### src/rtl/scan_decoder_pkg.sv
// scan_decoder_pkg: shared mode encoding and default parameter values
// for the scan_decoder block.
package scan_decoder_pkg;

   typedef enum logic {
      MODE_STATIC = 1'b0,
      MODE_SCAN   = 1'b1
   } mode_e;

   localparam int unsigned DEF_SEL_W   = 4;
   localparam int unsigned DEF_NUM_OUT = 16;
   localparam int unsigned DEF_PRESC   = 1000;

   // Counter width able to hold 0..n-1, never narrower than one bit.
   function automatic int unsigned cnt_width(input int unsigned n);
      return (n > 1) ? $clog2(n) : 1;
   endfunction

endpackage

### src/rtl/onehot_dec.sv
// onehot_dec: purely combinational index-to-one-hot decoder.
// in_range is low when idx addresses no output bit.
module onehot_dec
   import scan_decoder_pkg::*;
#(
   parameter int unsigned SEL_W   = DEF_SEL_W,
   parameter int unsigned NUM_OUT = DEF_NUM_OUT
) (
   input  logic [SEL_W-1:0]   idx,
   output logic [NUM_OUT-1:0] onehot,
   output logic               in_range
);

   // Bit i is set exactly when idx equals i.
   always_comb begin
      onehot = '0;
      for (int unsigned i = 0; i < NUM_OUT; i++) begin
         onehot[i] = (idx == SEL_W'(i));
      end
   end

   // Any set bit means the index was inside 0..NUM_OUT-1.
   always_comb begin
      in_range = |onehot;
   end

endmodule

### src/rtl/scan_decoder.sv
// scan_decoder: registered one-hot decoder with a static mode (decode sel)
// and a scan mode (prescaled walking index). Optional anti-ghosting blank
// in scan mode is enabled by defining SCAN_DECODER_BLANK_EN.
module scan_decoder
   import scan_decoder_pkg::*;
#(
   parameter int unsigned SEL_W   = DEF_SEL_W,
   parameter int unsigned NUM_OUT = DEF_NUM_OUT,
   parameter int unsigned PRESC   = DEF_PRESC
) (
   input  logic               clk,
   input  logic               rst_n,
   input  logic               enable,
   input  logic               mode,
   input  logic [SEL_W-1:0]   sel,
   output logic [NUM_OUT-1:0] out,
   output logic [SEL_W-1:0]   idx,
   output logic               tick,
   output logic               range_err
);

   localparam int unsigned          PRESC_W   = cnt_width(PRESC);
   localparam logic [PRESC_W-1:0]   PRESC_MAX = PRESC_W'(PRESC - 1);
   localparam logic [SEL_W-1:0]     IDX_MAX   = SEL_W'(NUM_OUT - 1);

   mode_e               mode_cur;
   mode_e               mode_prev_q, mode_prev_d;
   logic [PRESC_W-1:0]  presc_q, presc_d;
   logic [SEL_W-1:0]    scan_idx_q, scan_idx_d;
   logic                advance;

   logic [NUM_OUT-1:0]  out_q, out_d;
   logic [SEL_W-1:0]    idx_q, idx_d;
   logic                tick_q, tick_d;
   logic                range_err_q, range_err_d;

   logic [SEL_W-1:0]    dec_sel;
   logic [NUM_OUT-1:0]  dec_onehot;
   logic                dec_in_range;

   // Interpret the raw mode pin as the shared mode type.
   always_comb begin
      mode_cur = mode_e'(mode);
   end

   // Prescaler and scan index. mode_prev resets to static, so the first
   // enabled scan edge after reset or after entering scan mode only starts
   // the scan at index 0 and each index is then shown for PRESC cycles.
   always_comb begin
      presc_d     = presc_q;
      scan_idx_d  = scan_idx_q;
      mode_prev_d = mode_prev_q;
      advance     = 1'b0;
      if (enable) begin
         mode_prev_d = mode_cur;
         if (mode_cur == MODE_SCAN) begin
            if (mode_prev_q != MODE_SCAN) begin
               presc_d    = '0;
               scan_idx_d = '0;
            end else if (presc_q == PRESC_MAX) begin
               presc_d    = '0;
               advance    = 1'b1;
               scan_idx_d = (scan_idx_q == IDX_MAX) ? '0 : scan_idx_q + SEL_W'(1);
            end else begin
               presc_d = presc_q + PRESC_W'(1);
            end
         end
      end
   end

   // The single decoder sees the upcoming scan index or the static select.
   always_comb begin
      dec_sel = (mode_cur == MODE_SCAN) ? scan_idx_d : sel;
   end

   onehot_dec #(
      .SEL_W   (SEL_W),
      .NUM_OUT (NUM_OUT)
   ) u_dec (
      .idx      (dec_sel),
      .onehot   (dec_onehot),
      .in_range (dec_in_range)
   );

   // Next output values; disabled cycles blank out but keep idx.
   always_comb begin
      out_d       = '0;
      idx_d       = idx_q;
      tick_d      = 1'b0;
      range_err_d = 1'b0;
      if (enable) begin
         if (mode_cur == MODE_SCAN) begin
            out_d  = dec_onehot;
            idx_d  = scan_idx_d;
            tick_d = advance;
`ifdef SCAN_DECODER_BLANK_EN
            if (presc_d == '0) begin
               out_d = '0;
            end
`endif
         end else begin
            out_d       = dec_onehot;
            idx_d       = dec_in_range ? sel : '0;
            range_err_d = ~dec_in_range;
         end
      end
   end

   // State and output registers with asynchronous active-low reset.
   always_ff @(posedge clk or negedge rst_n) begin
      if (!rst_n) begin
         presc_q     <= '0;
         scan_idx_q  <= '0;
         mode_prev_q <= MODE_STATIC;
         out_q       <= '0;
         idx_q       <= '0;
         tick_q      <= 1'b0;
         range_err_q <= 1'b0;
      end else begin
         presc_q     <= presc_d;
         scan_idx_q  <= scan_idx_d;
         mode_prev_q <= mode_prev_d;
         out_q       <= out_d;
         idx_q       <= idx_d;
         tick_q      <= tick_d;
         range_err_q <= range_err_d;
      end
   end

   // Drive ports straight from the registers.
   always_comb begin
      out       = out_q;
      idx       = idx_q;
      tick      = tick_q;
      range_err = range_err_q;
   end

endmodule

### config.mk
export PLATFORM = sky130hd
export DESIGN_NAME = scan_decoder
export DESIGN_NICKNAME = d
export VERILOG_FILES = /design/src/rtl/scan_decoder_pkg.sv /design/src/rtl/onehot_dec.sv /design/src/rtl/scan_decoder.sv
export SDC_FILE = /design/constraint.sdc
export NUM_CORES = 1
export LEC_CHECK = 0
export BUFFER_PORTS_ARGS = -buffer_cell sky130_fd_sc_hd__buf_4
export CORE_UTILIZATION = 50
export DETAILED_ROUTE_END_ITERATION = 6
export HOLD_SLACK_MARGIN = 0.08
export PLACE_DENSITY_LB_ADDON = 0.05
export SETUP_SLACK_MARGIN = 0.4
export SYNTH_ARGS = -nofsm -noshare
export SYNTH_HDL_FRONTEND = slang
export SYNTH_SLANG_ARGS = --single-unit
export TNS_END_PERCENT = 20
### constraint.sdc
create_clock -name clk -period 2.3 [get_ports clk]
set_input_delay 0.46 -clock clk [delete_from_list [all_inputs] [get_ports clk]]
set_output_delay 0.46 -clock clk [all_outputs]
set_load 0.02 [all_outputs]
# ---- After elaboration in Yosys (flattened, before gate mapping)
# Cells that the tools add are included.
dict set report word_totals {
  output_inout_bits 22
  reg_bits 37
}
dict set report op_classes {
  bitwise 1
  n_mux 17
  addsub 2
  n_reduce_logical 3
  eq_ne 17
}
# operator n
set op_table {}
lappend op_table {{4-bit == test (second input constant)} 9}
lappend op_table {{4-bit 2-to-1 mux} 8}
lappend op_table {{10-bit 2-to-1 mux} 2}
lappend op_table {{4-bit by 3-bit == test with 1-bit output (second input constant)} 4}
lappend op_table {{16-bit 2-to-1 mux} 1}
lappend op_table {{16-bit OR reduction} 1}
lappend op_table {{10-bit by 1-bit adder with 10-bit output (second input constant)} 1}
lappend op_table {{10-bit == test (second input constant)} 1}
lappend op_table {{4-bit by 2-bit == test with 1-bit output (second input constant)} 2}
lappend op_table {{1-bit 2-to-1 mux} 6}
lappend op_table {{4-bit by 1-bit adder with 4-bit output (second input constant)} 1}
lappend op_table {{4-bit by 1-bit == test with 1-bit output (second input constant)} 1}
lappend op_table {{4-bit zero test} 1}
lappend op_table {{2-bit AND reduction} 1}
lappend op_table {{1-bit NOT} 1}

# ---- Logic depth before layout (Yosys ltp)
dict set report logic_depth {
  depth_word 12
  depth_mapped 8
  ltp_nobuf 7
}

# ---- Hierarchy
# A second synthesis with hierarchy kept.
dict set report unflattened {
  cells_unflattened 171
  area_unflattened_um2 1896.8
}
# mod seq_area_each_um2 n_inst area_each_um2 cells_each
set modules_own_cells {}
lappend modules_own_cells {scan_decoder 925.9 1 1609.0 149}
lappend modules_own_cells {onehot_dec 0.0 1 287.8 22}

# ---- Worst setup path before layout
# Ideal clock, no wire load.
dict set report synth_timing {
  kind {input-to-reg}
  startpoint {input enable}
  endpoint {register out_q[10], in the netlist out[10]}
  t_required_ns 2.169
  t_arrival_ns 1.726
  setup_slack_ns 0.443
  path_stages 7
  setup_time_ns 0.131
  n_path_buf 2
  path_cell_list {buf_6 -> and3_1 -> clkbuf_1 -> a311oi_4 -> inv_4 -> a32oi_2 -> nor3_1}
}
dict set report synth_between {
  elab_chain_len 4
}
# element line
set synth_lines {}
lappend synth_lines {{start, declared} scan_decoder.sv:13} ;# input logic enable,
lappend synth_lines {{4-bit 2-to-1 mux} scan_decoder.sv:54} ;# if (enable) begin
lappend synth_lines {{named net scan_idx_d[1]} scan_decoder.sv:29} ;# logic [SEL_W-1:0] scan_idx_q, scan_idx_d;
lappend synth_lines {{4-bit 2-to-1 mux} scan_decoder.sv:73} ;# dec_sel = (mode_cur == MODE_SCAN) ? scan_idx_d : sel;
lappend synth_lines {{4-bit == test} onehot_dec.sv:18} ;# onehot[i] = (idx == SEL_W'(i));
lappend synth_lines {{16-bit 2-to-1 mux} scan_decoder.sv:91} ;# if (enable) begin
lappend synth_lines {{named net out_d[10]} scan_decoder.sv:32} ;# logic [NUM_OUT-1:0] out_q, out_d;
lappend synth_lines {{end signal, assigned} scan_decoder.sv:123} ;# out_q <= out_d;
lappend synth_lines {{end, declared} scan_decoder.sv:32}
# The timed path passes the listed nets, and every way through them passes these cells.
# A chain may end at the register's enable or synchronous reset.

# ---- Worst setup path after layout
dict set report layout_timing {
  startpoint {register scan_idx_q[0]}
  endpoint {register out_q[13], in the netlist out[13]}
}
dict set report layout_between {
  elab_chain_len 9
  word_cells_on_any_way 10
  classes_between {add/sub: 1; eq/ne: 2; mux: 7}
}
# element line
set layout_lines {}
lappend layout_lines {{start, declared} scan_decoder.sv:29}
lappend layout_lines {{start signal, assigned} scan_decoder.sv:121} ;# scan_idx_q <= scan_idx_d;
lappend layout_lines {{4-bit by 1-bit adder with 4-bit output / 4-bit == test (equally long branches)} scan_decoder.sv:63} ;# scan_idx_d = (scan_idx_q == IDX_MAX) ? '0 : scan_idx_q + SEL_W'(1);
lappend layout_lines {{4-bit 2-to-1 mux} scan_decoder.sv:63}
lappend layout_lines {{4-bit 2-to-1 mux} scan_decoder.sv:60} ;# end else if (presc_q == PRESC_MAX) begin
lappend layout_lines {{4-bit 2-to-1 mux} scan_decoder.sv:57} ;# if (mode_prev_q != MODE_SCAN) begin
lappend layout_lines {{4-bit 2-to-1 mux} scan_decoder.sv:56} ;# if (mode_cur == MODE_SCAN) begin
lappend layout_lines {{4-bit 2-to-1 mux *} scan_decoder.sv:54}
lappend layout_lines {{4-bit 2-to-1 mux *} scan_decoder.sv:73}
lappend layout_lines {{4-bit == test *} onehot_dec.sv:18}
lappend layout_lines {{16-bit 2-to-1 mux *} scan_decoder.sv:91}
lappend layout_lines {{named net out_d[13]} scan_decoder.sv:32}
# Mark *: on every way through the listed nets, which the timed path passes. The rest lies on a longest branch.

==> flow_summary.toml <==
[critical_path]
cp-start-kind = "register"
crit_buf_inv = 1
rr_worst_depth = 7
cp_max_fo = 8
r2r-end = "out[13]"
reg2reg_slack_ns = 0.41
critPathMaxStageDelay_ns = 0.49
crit_chain = "ha_2 > a21oi_2 > nor4_4 > o211ai_1 > nand3_2 > buf_4 > nor3_1"
cp_top_family = "flip-flops"
reg2reg_from = "scan_idx_q[0]"
worstPathRequired_ns = 2.55
worst_path_max_delay_cell = "dfrtp_2"
crit_path_end_kind = "register"
setup.worst_path.class = "register to register"
cp.arrival_ns = 2.15

[floorplanning]
die_area_sq_um = 3899
die_x_um = 62.45
fp.coreArea_sq_um = 3416
initial_core_util = 0.5348
ios = 30
die_h_um = 62.45
num_rows = 21

[global_routing]
grt_pass1_wl_um = 7044
overflow = 0
grt_usage = 0.2339
antenna_found_initial = 0
grt_max_degree = 38
first_global_vias = 1478

[flow_run]
max_cap_viol_count = 0

[finish]
drive_gt1_frac = 0.4000
fin_cells = 256
layout_common_cells = "37 x buf_4, 33 x dfrtp_1, 15 x o21ai_0"
areaGrowthSynthToFinish_pct = 28.84
fillers = 262
multiInputGateArea_sq_um = 969.7
final_nets = 219
final-seq-area_sq_um = 930.9
final_common_cell = "buf_4"
antenna_cells = 0

[synth]
yosys_warnings = 0
synth_area_sq_um = 1827
syn_nets = 179
syn_avg_cell_area_sq_um = 10.81
synth_cells = 169
synth_seq_area_share = 0.5068
synth_top_cell_by_area = "dfrtp_1"
synth_area_leaders = "dfrtp_1 51%, nor3_1 4.7%, o21ai_0 4.1%, nand2_1 2.5%, nand3_1 2.2%"
ys_types = 48
yosysTopAreaCellShare = 0.5068
ys_seq_elements = 37

[timing]
tns_ns = 0
finalCritPeriodShare = 0.8228
hold_ws_ns = 0.4052
period_needed_ns = 1.892
setup_viol = 0
rsz0062_at_grt = "true"
fmax_mhz = 528.4
maxSlewViolCount = 0
hold_viol_final = 0
fin_skew_ns = 0.006221

[run_status]
status = "finished clean"

[route]
drc_errors = 0
dr.pass1.iters = 4
wl_um = 4243
wl_per_cell_um = 16.57
viasPerCell = 5.930
antenna_left = 0
drtIter0Drc = 71
vias = 1518

[clock_network]
cts_root_buf = "clkbuf_4"
cts_made_buffers = 5
cts.clk_slew.worst_paths_ns = 0.12
htree_levels = 2
cts_tree = "built"
cts_sinks = 37
clockBufferDepth = 2
worstSkewPairLatency_ns = 0.34

[min_path]
worstHoldPathCells = 2
hold_end = "mode_prev_q"
worstHoldStart = "enable"
hold_path.class = "input port to register"

[pwr]
peakVddDrop_mv = 0.3717
p_leak_nw = 1.030
power_density_nw_per_um2 = 507.1

[placed_design]
io_buffers = 29
hpwlAfterDp_um = 2857
dp_cells = 239
place.gp.congestion = 0.8693
-- synthesized netlist by cell type, drive strengths merged --
library cell / instances
nor4: 1
a32o: 1
nor3b: 1
a21oi: 3
ha: 2
dfrtp: 37
a41oi: 1
a31o: 1
buf: 4
clkbuf: 2
and2: 4
and3: 6
o21ai: 16
and2b: 1
a21o: 3
o21a: 2
mux2: 1
and4: 1
xnor2: 1
o211ai: 1
and4bb: 1
nor2: 9
clkdlybuf4s18: 1
xor2: 1
a32oi: 1
a211oi: 2
nand2: 12
a221oi: 1
o31ai: 4
inv: 5
nand4: 4
and3b: 1
nand4bb: 1
nand3: 8
a31oi: 8
conb: 1
a311oi: 2
nor3: 18
-- cell type report --
| cell class | count | area share |
|---|---|---|
| clock inverters | 3 | 0.007443 |
| repair buffers | 40 | 0.1356 |
| multi-input cells | 120 | 0.4120 |
| flip-flops and latches | 37 | 0.3955 |
| inverters | 5 | 0.009038 |
| clock buffers | 5 | 0.01595 |
| well taps | 46 | 0.02446 |
-- flip-flops by register name, indices dropped and copies added (netlist names) --
name         count
idx              4
tick             1
out             16
range_err        1
mode_prev_q      1
presc_q         10
scan_idx_q       4
-- layer usage --
layer	track usage	share of wire	vias to the layer above
li1	-	-	710
met1	0.3458	0.47	747
met2	0.3546	0.46	55
met3	0.04745	0.055	6
met4	0.05233	0.013	0
met5	0	0	-
-- cell families (layout without fill, tap and decap cells) --
| family | count (synthesis) | count (layout) | share of synthesized area |
|---|---|---|---|
| and+or+nand+nor | 68 | 68 | 0.2171 |
| other | 1 | 1 | 0.002053 |
| buffers and inverters | 12 | 53 | 0.04246 |
| muxes | 1 | 1 | 0.006164 |
| xor gates and xnor gates | 2 | 2 | 0.009591 |
| DFF | 37 | 37 | 0.5069 |
| adders and majority gates | 2 | 2 | 0.01370 |
| AOI/OAI and AO/OA | 46 | 46 | 0.2021 |
-- metrics by stage --
step / total power [mW] / setup slack (ns) / util / area (sq um)
6_report: 1.194 / 0.4076 / 0.6890 / 2354
5_1_grt: 1.252 / 0.2907 / 0.6890 / 2354
4_1_cts: 1.182 / 0.4003 / 0.6440 / 2200
3_5_place_dp: 0.8402 / 0.2914 / 0.6033 / 2061
3_3_place_gp: 0.8369 / 0.2884 / 0.6033 / 2061
2_1_floorplan: 0.7834 / 0.4433 / - / 1827
-- where the power goes --
part / switching (mW) / internal, mW / total (mW)
clock network: 0.222 / 0.115 / 0.337
registers: 0.0176 / 0.671 / 0.688
logic: 0.0982 / 0.0697 / 0.168
total: 0.338 / 0.856 / 1.19
-- how the worst max path moves through the flow --
stage	startpoint	endpoint	slack, ns	cells past startpoint
2_1_floorplan	enable	out[10]	0.44	7
3_3_place_gp	presc_q[0]	out[8]	0.29	6
3_5_place_dp	mode	out[10]	0.29	6
4_1_cts	presc_q[1]	out[5]	0.40	7
5_1_grt	scan_idx_q[0]	out[13]	0.29	7
6_report	scan_idx_q[0]	out[13]	0.41	7
-- repair_timing --
item / CTS / global route
setup endpoints to repair: 19 / 19
hold buffers: 1 / 0
resized for setup: 10 / 19
endpoints found under the hold margin: 37 / 0
buffers inserted: 3 / 5
pin swaps: 3 / 6
(Power assumes the default switching activity.)
